`config.mk`:
```
export PLATFORM = sky130hd
export DESIGN_NAME = spi_init_sequencer
export DESIGN_NICKNAME = d
export VERILOG_FILES = /design/src/rtl/spi_init_sequencer.sv
export SDC_FILE = /design/constraint.sdc
export NUM_CORES = 1
export LEC_CHECK = 0
export CELL_PAD_IN_SITES_DETAIL_PLACEMENT = 1
export CELL_PAD_IN_SITES_GLOBAL_PLACEMENT = 1
export CORE_ASPECT_RATIO = 1.4
export CORE_MARGIN = 8
export CORE_UTILIZATION = 47
export CTS_CLUSTER_SIZE = 8
export DETAILED_ROUTE_END_ITERATION = 6
export GPL_TIMING_DRIVEN = 1
export PLACE_DENSITY = 0.94
export SYNTH_ARGS = -nofsm -noshare
export SYNTH_HDL_FRONTEND = slang
export SYNTH_SLANG_ARGS = --single-unit
```
`constraint.sdc`:
```
create_clock -name i_clock -period 9 [get_ports i_clock]
set_clock_uncertainty 0.1 [all_clocks]
set_input_delay 0.9 -clock i_clock [delete_from_list [all_inputs] [get_ports i_clock]]
set_output_delay 0.9 -clock i_clock [all_outputs]
set_load 0.1 [all_outputs]
```
`src/rtl/spi_init_sequencer.sv`:
```
// Table-driven SPI register init sequencer: walks a ROM of write/delay/end entries.
// Optional read-back verification of every write is built when SPI_VERIFY_EN is defined.
module spi_init_sequencer #(
    parameter int unsigned ROM_ADDR_WIDTH = 6,
    parameter int unsigned DELAY_UNIT     = 1000
) (
    input  logic                      i_clock,
    input  logic                      i_reset,
    input  logic                      i_start,
    output logic                      o_busy,
    output logic                      o_done,
    output logic                      o_error,
    output logic [ROM_ADDR_WIDTH-1:0] o_romAddr,
    input  logic [15:0]               i_romData,
    output logic                      o_txBegin,
    output logic [6:0]                o_txAddress,
    output logic [7:0]                o_txData,
    input  logic                      i_txDone,
    output logic                      o_rxBegin,
    output logic [6:0]                o_rxAddress,
    input  logic [7:0]                i_rxData,
    input  logic                      i_rxDone
);

    // Wide enough for the largest delay field (0x7FFE) times DELAY_UNIT.
    localparam int unsigned   CntW = 15 + $clog2(DELAY_UNIT + 1);
    localparam logic [CntW-1:0] Unit = CntW'(DELAY_UNIT);

    typedef enum logic [3:0] {
        StIdle,
        StFetch,
        StDecode,
        StTxReq,
        StTxWait,
        StRxReq,
        StRxWait,
        StDelay,
        StNext,
        StDone
    } state_e;

    state_e                    state_q, state_d;
    logic [ROM_ADDR_WIDTH-1:0] rom_addr_q, rom_addr_d;
    logic [6:0]                tx_addr_q, tx_addr_d;
    logic [7:0]                tx_data_q, tx_data_d;
    logic [CntW-1:0]           cnt_q, cnt_d;
    logic                      error_q, error_d;

    always_ff @(posedge i_clock) begin
        if (i_reset) begin
            state_q    <= StIdle;
            rom_addr_q <= '0;
            tx_addr_q  <= '0;
            tx_data_q  <= '0;
            cnt_q      <= '0;
            error_q    <= 1'b0;
        end else begin
            state_q    <= state_d;
            rom_addr_q <= rom_addr_d;
            tx_addr_q  <= tx_addr_d;
            tx_data_q  <= tx_data_d;
            cnt_q      <= cnt_d;
            error_q    <= error_d;
        end
    end

    always_comb begin
        state_d    = state_q;
        rom_addr_d = rom_addr_q;
        tx_addr_d  = tx_addr_q;
        tx_data_d  = tx_data_q;
        cnt_d      = cnt_q;
        error_d    = error_q;
        unique case (state_q)
            StIdle: begin
                if (i_start) begin
                    rom_addr_d = '0;
                    error_d    = 1'b0;
                    state_d    = StFetch;
                end
            end
            StFetch: state_d = StDecode;
            StDecode: begin
                if (!i_romData[15]) begin
                    tx_addr_d = i_romData[14:8];
                    tx_data_d = i_romData[7:0];
                    state_d   = StTxReq;
                end else if (i_romData[14:0] == 15'h7FFF) begin
                    state_d = StDone;
                end else begin
                    cnt_d   = CntW'(i_romData[14:0]) * Unit;
                    state_d = StDelay;
                end
            end
            StTxReq: state_d = StTxWait;
            StTxWait: begin
                if (i_txDone) begin
`ifdef SPI_VERIFY_EN
                    state_d = StRxReq;
`else
                    state_d = StNext;
`endif
                end
            end
`ifdef SPI_VERIFY_EN
            StRxReq: state_d = StRxWait;
            StRxWait: begin
                if (i_rxDone) begin
                    if (i_rxData == tx_data_q) begin
                        state_d = StNext;
                    end else begin
                        error_d = 1'b1;
                        state_d = StDone;
                    end
                end
            end
`endif
            // A zero-length delay still spends one cycle here.
            StDelay: begin
                if (cnt_q <= CntW'(1)) begin
                    cnt_d   = '0;
                    state_d = StNext;
                end else begin
                    cnt_d = cnt_q - CntW'(1);
                end
            end
            StNext: begin
                if (&rom_addr_q) begin
                    state_d = StDone;
                end else begin
                    rom_addr_d = rom_addr_q + ROM_ADDR_WIDTH'(1);
                    state_d    = StFetch;
                end
            end
            StDone:  state_d = StIdle;
            default: state_d = StIdle;
        endcase
    end

    assign o_busy      = (state_q != StIdle) && (state_q != StDone);
    assign o_done      = (state_q == StDone);
    assign o_romAddr   = rom_addr_q;
    assign o_txBegin   = (state_q == StTxReq);
    assign o_txAddress = tx_addr_q;
    assign o_txData    = tx_data_q;

`ifdef SPI_VERIFY_EN
    assign o_rxBegin   = (state_q == StRxReq);
    assign o_rxAddress = tx_addr_q;
    assign o_error     = error_q;
`else
    assign o_rxBegin   = 1'b0;
    assign o_rxAddress = '0;
    assign o_error     = 1'b0;

    logic unused_rx;
    assign unused_rx = ^{i_rxData, i_rxDone, error_q};
`endif

endmodule

```
Yosys cells after proc, flatten, opt, wreduce, memory -nomap -nowiden
Index checks and enable logic that the tools add are counted.
- magnitude comparators: 1
- bitwise operators: 1
- multiplexer cells: 14
- reduce and logical (&&, ||, !) cells: 10
- equality and inequality tests: 15
- $mul: 1
- add/sub/neg operators: 2
- operators with widths (kind ; count):
    $mux 25 ; 3
    $pmux 25 s2 ; 1
    $pmux 4 s7 ; 1
    $le 25x1->1 const B ; 1
    $sub 25x1->25 const B ; 1
    $mux 4 ; 6
    $mul 15x7->22 const B ; 1
    $eq 15x15->1 const B ; 1
    $mux 6 ; 2
    $ne 2x2->1 const B ; 6
    $pmux 6 s2 ; 1
    $reduce_and 3->1 ; 3
    $eq 4x2->1 const B ; 2
    $eq 4x3->1 const B ; 2
    $eq 4x4->1 const B ; 2
    $add 6x1->6 const B ; 1
    $reduce_and 6->1 ; 1
    $eq 4x1->1 const B ; 1
    $logic_not 4->1 ; 1
    $ne 4x4->1 const B ; 1
    $reduce_bool 2->1 ; 2
    $reduce_bool 4->1 ; 1
    $reduce_and 2->1 ; 1
    $logic_and 1x1->1 ; 1
    $not 1->1 ; 1
- bits in registers: 50
- word-level logic and storage cells: 49

Longest topological paths before layout
- depth after elaboration: 4
- gate-level depth with buffers: 15
- depth with buffers taken out: 15

Worst setup path after synthesis
Ideal clock, no wire load.
- kind: reg2out
- start: reg state_q[0]
- end: out o_busy
- arrival: 5.186 ns
- setup slack: 2.814 ns
- cell stages (with the launch flop): 4
- cells stage by stage: dfxtp_1 > clkbuf_1 > nor4bb_1 > nor2_1
- word-level cells in the longest chain between the ends: 2
- elaborated cells between the ends (all ways): 3
- those cells by class: eq/ne (1); reduce/logical (2)
- ends and longest elaborated chain (item ; RTL line ; source):
    start, declared ; 42 ; state_e state_q, state_d;
    start signal, assigned ; 51 ; state_q <= StIdle;
    start signal, assigned ; 58 ; state_q <= state_d;
    $ne 4x4->1 or $reduce_bool 4->1 (tied branches) ; 140 ; assign o_busy = (state_q != StIdle) && (state_q != StDone);
    $logic_and 1x1->1 * ; 140 ;
    end, declared ; 10 ; output logic o_busy,
Mark *: on every way between the ends. The rest lies on a longest branch, timed or not.

Worst setup path after layout
- start: in i_romData[2]
- end: reg cnt_q[14]
- word-level cells in the longest chain between the ends: 4
- elaborated cells between the ends (all ways): 7
- those cells by class: mul (1); eq/ne (2); mux (3); reduce/logical (1)
- ends and longest elaborated chain (item ; RTL line ; source):
    start, declared ; 14 ; input logic [15:0] i_romData,
    $mul 15x7->22 ; 91 ; cnt_d = CntW'(i_romData[14:0]) * Unit;
    $mux 25 ; 88 ; end else if (i_romData[14:0] == 15'h7FFF) begin
    $mux 25 ; 84 ; if (!i_romData[15]) begin
    $pmux 25 s2 ; 74 ; unique case (state_q)
    end signal, assigned ; 62 ; cnt_q <= cnt_d;
    end, declared ; 46 ; logic [CntW-1:0] cnt_q, cnt_d;
Several ways; a longest one is shown, not always the timed one. The select of a mux whose other input is x is not followed.
A chain may end at the register's enable or synchronous reset.

==> flow_metrics.py <==
metrics = {
    "outcome": {
        "status": "complete, no violations",
    },
    "layout": {
        "drive_above_1_share": 0.02924,
        "fill_cells": 1365,
        "final_cells": 828,
        "seqCellArea_um2": 1001,
        "final_common_cell": "inv_1",
        "area_delta_synth_final_pct": 11.69,
        "multiInputGateArea_um2": 3896,
        "layout.nets": 816,
        "antenna_cells": 0,
        "final_cell_mix": "84 x inv_1, 69 x nand2_1, 61 x a21oi_1",
    },
    "synthesis": {
        "syn_avg_cell_area_um2": 8.190,
        "yosysSeqAreaShare": 0.1863,
        "yosysWarnings": 0,
        "netlist_area_um2": 5373,
        "synth_cell_types": 63,
        "synth_edf_count": 0,
        "syn_inst": 656,
        "async_flop_share": 0,
        "synth_ff_type": "dfxtp_1",
        "ys_ff_latch": 50,
    },
    "timing": {
        "period_needed_ns": 5.740,
        "min_period_over_period": 0.6377,
        "tightest_slew_ns": 1.315,
        "final_max_slew_viol_count": 0,
        "fin_tns_setup_ns": 0,
        "final-setup-viol-count": 0,
        "slew_headroom": 0.1201,
        "clock.fmax_ghz": 0.1742,
        "rsz0062_at_grt": "no",
        "layout_setup_ws_ns": 3.260,
        "hold_viol_final": 0,
    },
    "critical_path": {
        "critPathMaxFanout": 6,
        "cp_common_cell": "fa_1",
        "crit_path_end_kind": "flip-flop",
        "crit_required_ns": 9.06,
        "crit_path_start": "i_romData[2]",
        "critPathMaxStageDelay_ns": 0.67,
        "cp.arrival_ns": 5.80,
        "worst-setup-path-type": "input pin to flip-flop",
        "path_cells": "clkdlybuf4s50_1 > inv_1 > fa_1 > fa_1 > fa_1 > fa_1 > inv_1 > ha_1 > a21oi_1 > nand2_1 > o211a_1 > or3_1 > a32oi_1 > a21oi_1",
        "worstReg2RegStart": "state_q[3]$_SDFFE_PP0P_",
        "cp-start-kind": "input pin",
        "slowest_stage": "clkdlybuf4s50_1",
    },
    "routing": {
        "vias": 5274,
        "viasPerCell": 6.370,
        "drc_errors": 0,
        "routed_wl_um": 19170,
        "first_pass_iters": 5,
        "wl_per_cell_um": 23.15,
        "drtIter0Drc": 247,
        "antenna_left": 0,
    },
    "job": {
        "cap_violations": 0,
    },
    "place": {
        "pre_cts_slack_ns": 3.171,
        "hpwlAfterDp_um": 13870,
        "placed_cells": 820,
        "routabilityCongestion": 0.9263,
        "io_buffers": 43,
    },
    "hold_path": {
        "worst_hold_startpoint": "o_txAddress[6]$_SDFFE_PP0P_",
        "holdCritPathClass": "flip-flop to flip-flop",
    },
    "global_routing": {
        "grt_pass1_vias": 5751,
        "grt_start_max_net_pins": 41,
        "gr-total-overflow": 0,
        "grt_usage": 0.2535,
        "grt_first_pass_wirelength_um": 30400,
        "antenna_found_initial": 0,
    },
    "clocking": {
        "postCtsSetupBuffers": 0,
        "cts_buffers": 5,
        "holdBufCountCts": 0,
        "cts_tree": "yes",
        "root_buffer": "clkbuf_16",
        "clk_latency_ns": 0.31,
        "cts_resized": 0,
        "htree_levels": 2,
        "clkTransAtPathRegs_ns": 0.08,
        "cts.sinks": 50,
        "clk_path_buf_depth": 2,
    },
    "power_and_ir_drop": {
        "ir_worst_vdd_mv": 0.1484,
        "leakagePower_nw": 2.600,
        "p_per_area_nw_per_um2": 308.4,
    },
    "floorplanning": {
        "coreArea_um2": 11220,
        "initial_core_util": 0.4787,
        "fp.dieH_um": 142.5,
        "ios": 62,
        "die_area_um2": 15160,
        "die_w_um": 106.4,
        "rows": 46,
    },
}
[final cells by class]
| cell class | instances | area share |
|---|---|---|
| clock buffers | 6 | 0.02314 |
| clock inverters | 2 | 0.002085 |
| inverters | 85 | 0.05317 |
| well taps | 144 | 0.03003 |
| flip-flops and latches | 50 | 0.1668 |
| multi-input cells | 495 | 0.6493 |
| repair buffers | 46 | 0.07548 |
[logic make-up after synthesis]
| family | count (synthesis) | synth area share |
|---|---|---|
| AND/OR/NAND/NOR | 201 | 0.1803 |
| AO/OA/AOI/OAI | 157 | 0.1863 |
| buffers and inverters | 119 | 0.09408 |
| adder cells (fa/ha/maj) | 104 | 0.3121 |
| flip-flops | 50 | 0.1863 |
| XOR/XNOR | 20 | 0.03260 |
| multiplexers | 4 | 0.007685 |
| other | 1 | 0.0006980 |
[layer usage]
layer | part of all wire | up-vias | track usage
met5 | 0 | - | 0
met4 | 0.066 | 0 | 0.1673
met3 | 0.055 | 102 | 0.04941
met2 | 0.54 | 258 | 0.4785
met1 | 0.34 | 2598 | 0.2415
li1 | - | 2316 | -
[worst max-delay path, delay by kind of cell]
kind                     cells  cell delay, ns
buffers and inverters        3            0.90
AO/OA/AOI/OAI                4            1.06
AND/OR/NAND/NOR              2            0.45
adder cells (fa/ha/maj)      5            2.49
[cells in the mapped netlist, types with 8 or more instances]
master	n	share of area
nand3_1	12	0.011
a21o_1	9	0.013
clkbuf_1	20	0.014
dfxtp_1	50	0.19
fa_1	50	0.19
nand2_1	69	0.048
a31oi_1	10	0.012
nor3_1	21	0.020
xnor2_1	14	0.023
nor4_1	13	0.015
nor2_1	43	0.030
o21ai_0	28	0.026
buf_4	9	0.013
inv_1	84	0.059
a21oi_1	61	0.057
or3_1	8	0.0093
ha_1	54	0.13
[state kept, by name (all words and copies together) (netlist names)]
register     count
cnt_q           25
o_romAddr        6
o_txAddress      7
o_txData         8
state_q          4
[power breakdown]
part / switching [mW] / internal (mW)
Sequential: 0.0295 / 0.241
Combinational: 0.899 / 0.474
Clock: 0.0956 / 0.111
Total: 1.02 / 0.826
[final timing paths]
| path | slack [ns] | end | cells after the start |
|---|---|---|---|
| setup / recovery | 3.26 | cnt_q[14]$_SDFFE_PP0P_ | 14 |
| hold / removal | 0.37 | o_txAddress[6]$_SDFFE_PP0P_ | 2 |
| setup reg to reg | 5.67 | cnt_q[14]$_SDFFE_PP0P_ | 5 |
| hold reg to reg | 0.37 | o_txAddress[6]$_SDFFE_PP0P_ | 2 |
[through the flow]
step / power [mW] / hold slack, ns / instance area [um^2] / util
finish: 1.851 / 0.3718 / 6001 / 0.5347
global route: 1.950 / 0.3878 / 6001 / 0.5347
CTS: 1.806 / 0.3707 / 6001 / 0.5347
detailed placement: 1.529 / 0.3567 / 5849 / 0.5212
global placement: 1.425 / 0.3416 / 5849 / 0.5212
floorplan: 1.225 / 0.3436 / 5403 / -
Note: power is estimated with default switching activity, not from simulation.
==> RTL edit: new RTL, same settings <==
Register the input `i_start` before use. The logic sees it one clock later. The other inputs are not delayed to match.
--- a/src/rtl/spi_init_sequencer.sv
+++ b/src/rtl/spi_init_sequencer.sv
@@ -39,6 +39,12 @@
         StDone
     } state_e;
 
+    logic i_start_q;
+
+    always_ff @(posedge i_clock) begin
+        i_start_q <= i_start;
+    end
+
     state_e                    state_q, state_d;
     logic [ROM_ADDR_WIDTH-1:0] rom_addr_q, rom_addr_d;
     logic [6:0]                tx_addr_q, tx_addr_d;
@@ -73,7 +79,7 @@
         error_d    = error_q;
         unique case (state_q)
             StIdle: begin
-                if (i_start) begin
+                if (i_start_q) begin
                     rom_addr_d = '0;
                     error_d    = 1'b0;
                     state_d    = StFetch;
Check against the original RTL: not equivalent (a bounded check fails within 4 cycles, from zero or initial values and one cycle with i_reset high).
==> RTL edit against the unedited design <==
- combinational power shrank 6%
- total power shrank 4.6%
- non-clock buffer count is the same
- setup slack gained 130 ps
- sequential cell count grew 1
- area after synthesis grew 0.28%
- maximum frequency grew 2.3%
- design area grew 0.38%
- wire length shrank 10%
- largest cell class unchanged
==> RTL edit: results (changes against the unedited design) <==
| Metric | Value |
|---|---|
| Outcome | completed |
| DP HPWL | 13.4 mm (-3.3%) |
| DR WL/cell | 20.7 um (-10%) |
| Clock Tree Buf Depth | 2 (unchanged) |
| Most area-consuming cells after synthesis | dfxtp_1 (19%), fa_1 (19%), ha_1 (13%) |
| Tot GR Track Use | 22.8% (-2.5 points) |
| First-pass GRT wire length | 27.8 mm (-8.4%) |
| Asr flop ratio synth | 0% (unchanged) |
| Initial Util | 47.8% (-0.11 points) |
| Slew @ Worst Pin | 1200 ps (-114 ps) |
| Port buffer count | 43 (unchanged) |
| CP Data Arrival Time | 5690 ps (-110 ps) |
| Avg Cell Area, Syn | 8.21 um2 (+0.28%) |
| Worst-path clk slew | 80 ps (about the same) |
| CTS resizes | 0 (unchanged) |
| Vias in the first global route | 5553 (-3.4%) |
| Final GP Congestion | 0.940 (+1.5%) |
| Via count | 4952 (-6.1%) |
| Crit Path Max Fanout | 9 (+3) |
| Root Driver | clkbuf_16 |
| LEAKAGE | 2.61 nW (+0.32%) |
| Max reg flops | 25 (unchanged) |
| VDD IR-drop max | 132 uV (-11%) |
| Reg2reg path depth | 6 (+1) |
| DRT iter0 DRCs | 175 (-29%) |
| Yosys warnings | 0 (unchanged) |
| Drt first pass iters | 4 (-1) |
| Total CTS buffers | 5 (unchanged) |
| Distinct cells, synth | 64 (+1.6%) |
| Hold Vio Cnt, Final | 0 (unchanged) |
| Largest net degree at the start of global routing | 40 (-2.4%) |
| Sequential share of the synthesized area | 19.0% (+0.32 points) |
| Share of cells above drive strength 1 | 3.07% (+0.15 points) |
| Most frequent cells after synthesis | inv_1 (84), nand2_1 (69), a21oi_1 (59) |
-- RTL edit: final cells by class --
type,instances,area [um2]
clock inverter,3,27.5
timing repair buffer,46,453
sequential,51,1020
tap,144,180
multi-input combinational,494,3900
fill,1373,5260
clock buffer,5,125
inverter,85,319
-- RTL edit: metrics by stage --
step	setup WS (ps)	cell area [um2]	utilization [%]
6_report	3390	6020	53.4
5_1_grt	3200	6020	53.4
4_1_cts	3410	6020	53.4
3_5_place_dp	3110	5870	52.0
3_3_place_gp	3330	5870	52.0
2_1_floorplan	2810	5420	-
-- RTL edit: kinds of logic (layout without fill, tap and decap cells) --
family          count (synthesis)  after routing  synth area share [%]
flops                          51             51                  19.0
mux                             4              4                 0.766
fa+ha+maj                     104            104                  31.1
compound gates                156            156                  18.6
xor+xnor                       20             20                  3.25
buf+inv                       119            139                  9.27
other cells                     1              9                0.0696
simple gates                  201            201                  18.0
-- RTL edit: path summary, 6_finish.rpt --
path / start / to / slack, ps
worst min-delay path: o_txAddress[4] / o_txAddress[4] / 370
worst max-delay path: i_romData[6] / cnt_q[20] / 3390
worst min register to register: o_txAddress[4] / o_txAddress[4] / 370
worst max register to register: state_q[1] / cnt_q[21] / 5840
-- RTL edit: per-layer routing --
layer | part of all wire [%] | vias up | GRT usage (%)
li1 | - | 2300 | -
met1 | 36 | 2456 | 21.8
met2 | 56 | 146 | 44.9
met3 | 4.3 | 50 | 3.79
met4 | 4.1 | 0 | 12.2
met5 | 0 | - | 0
-- RTL edit: worst max-delay path: stages --
cell and delay (ps):
clkdlybuf4s50_1 570, inv_1 220, fa_1 650, fa_1 460, fa_1 490, fa_1 510
inv_1 40, ha_1 420, a21o_1 270, nor4_1 510, o21ai_0 310, xnor2_1 210
o22ai_1 100
-- RTL edit: power breakdown --
| group | switching, W | leakage (nW) | total, W | internal, W |
|---|---|---|---|---|
| sequential | 0.0000285 | 0.413 | 0.000274 | 0.000246 |
| clock | 0.000100 | 0.0719 | 0.000206 | 0.000106 |
| combinational | 0.000822 | 2.12 | 0.00129 | 0.000463 |
| total | 0.000951 | 2.61 | 0.00177 | 0.000815 |
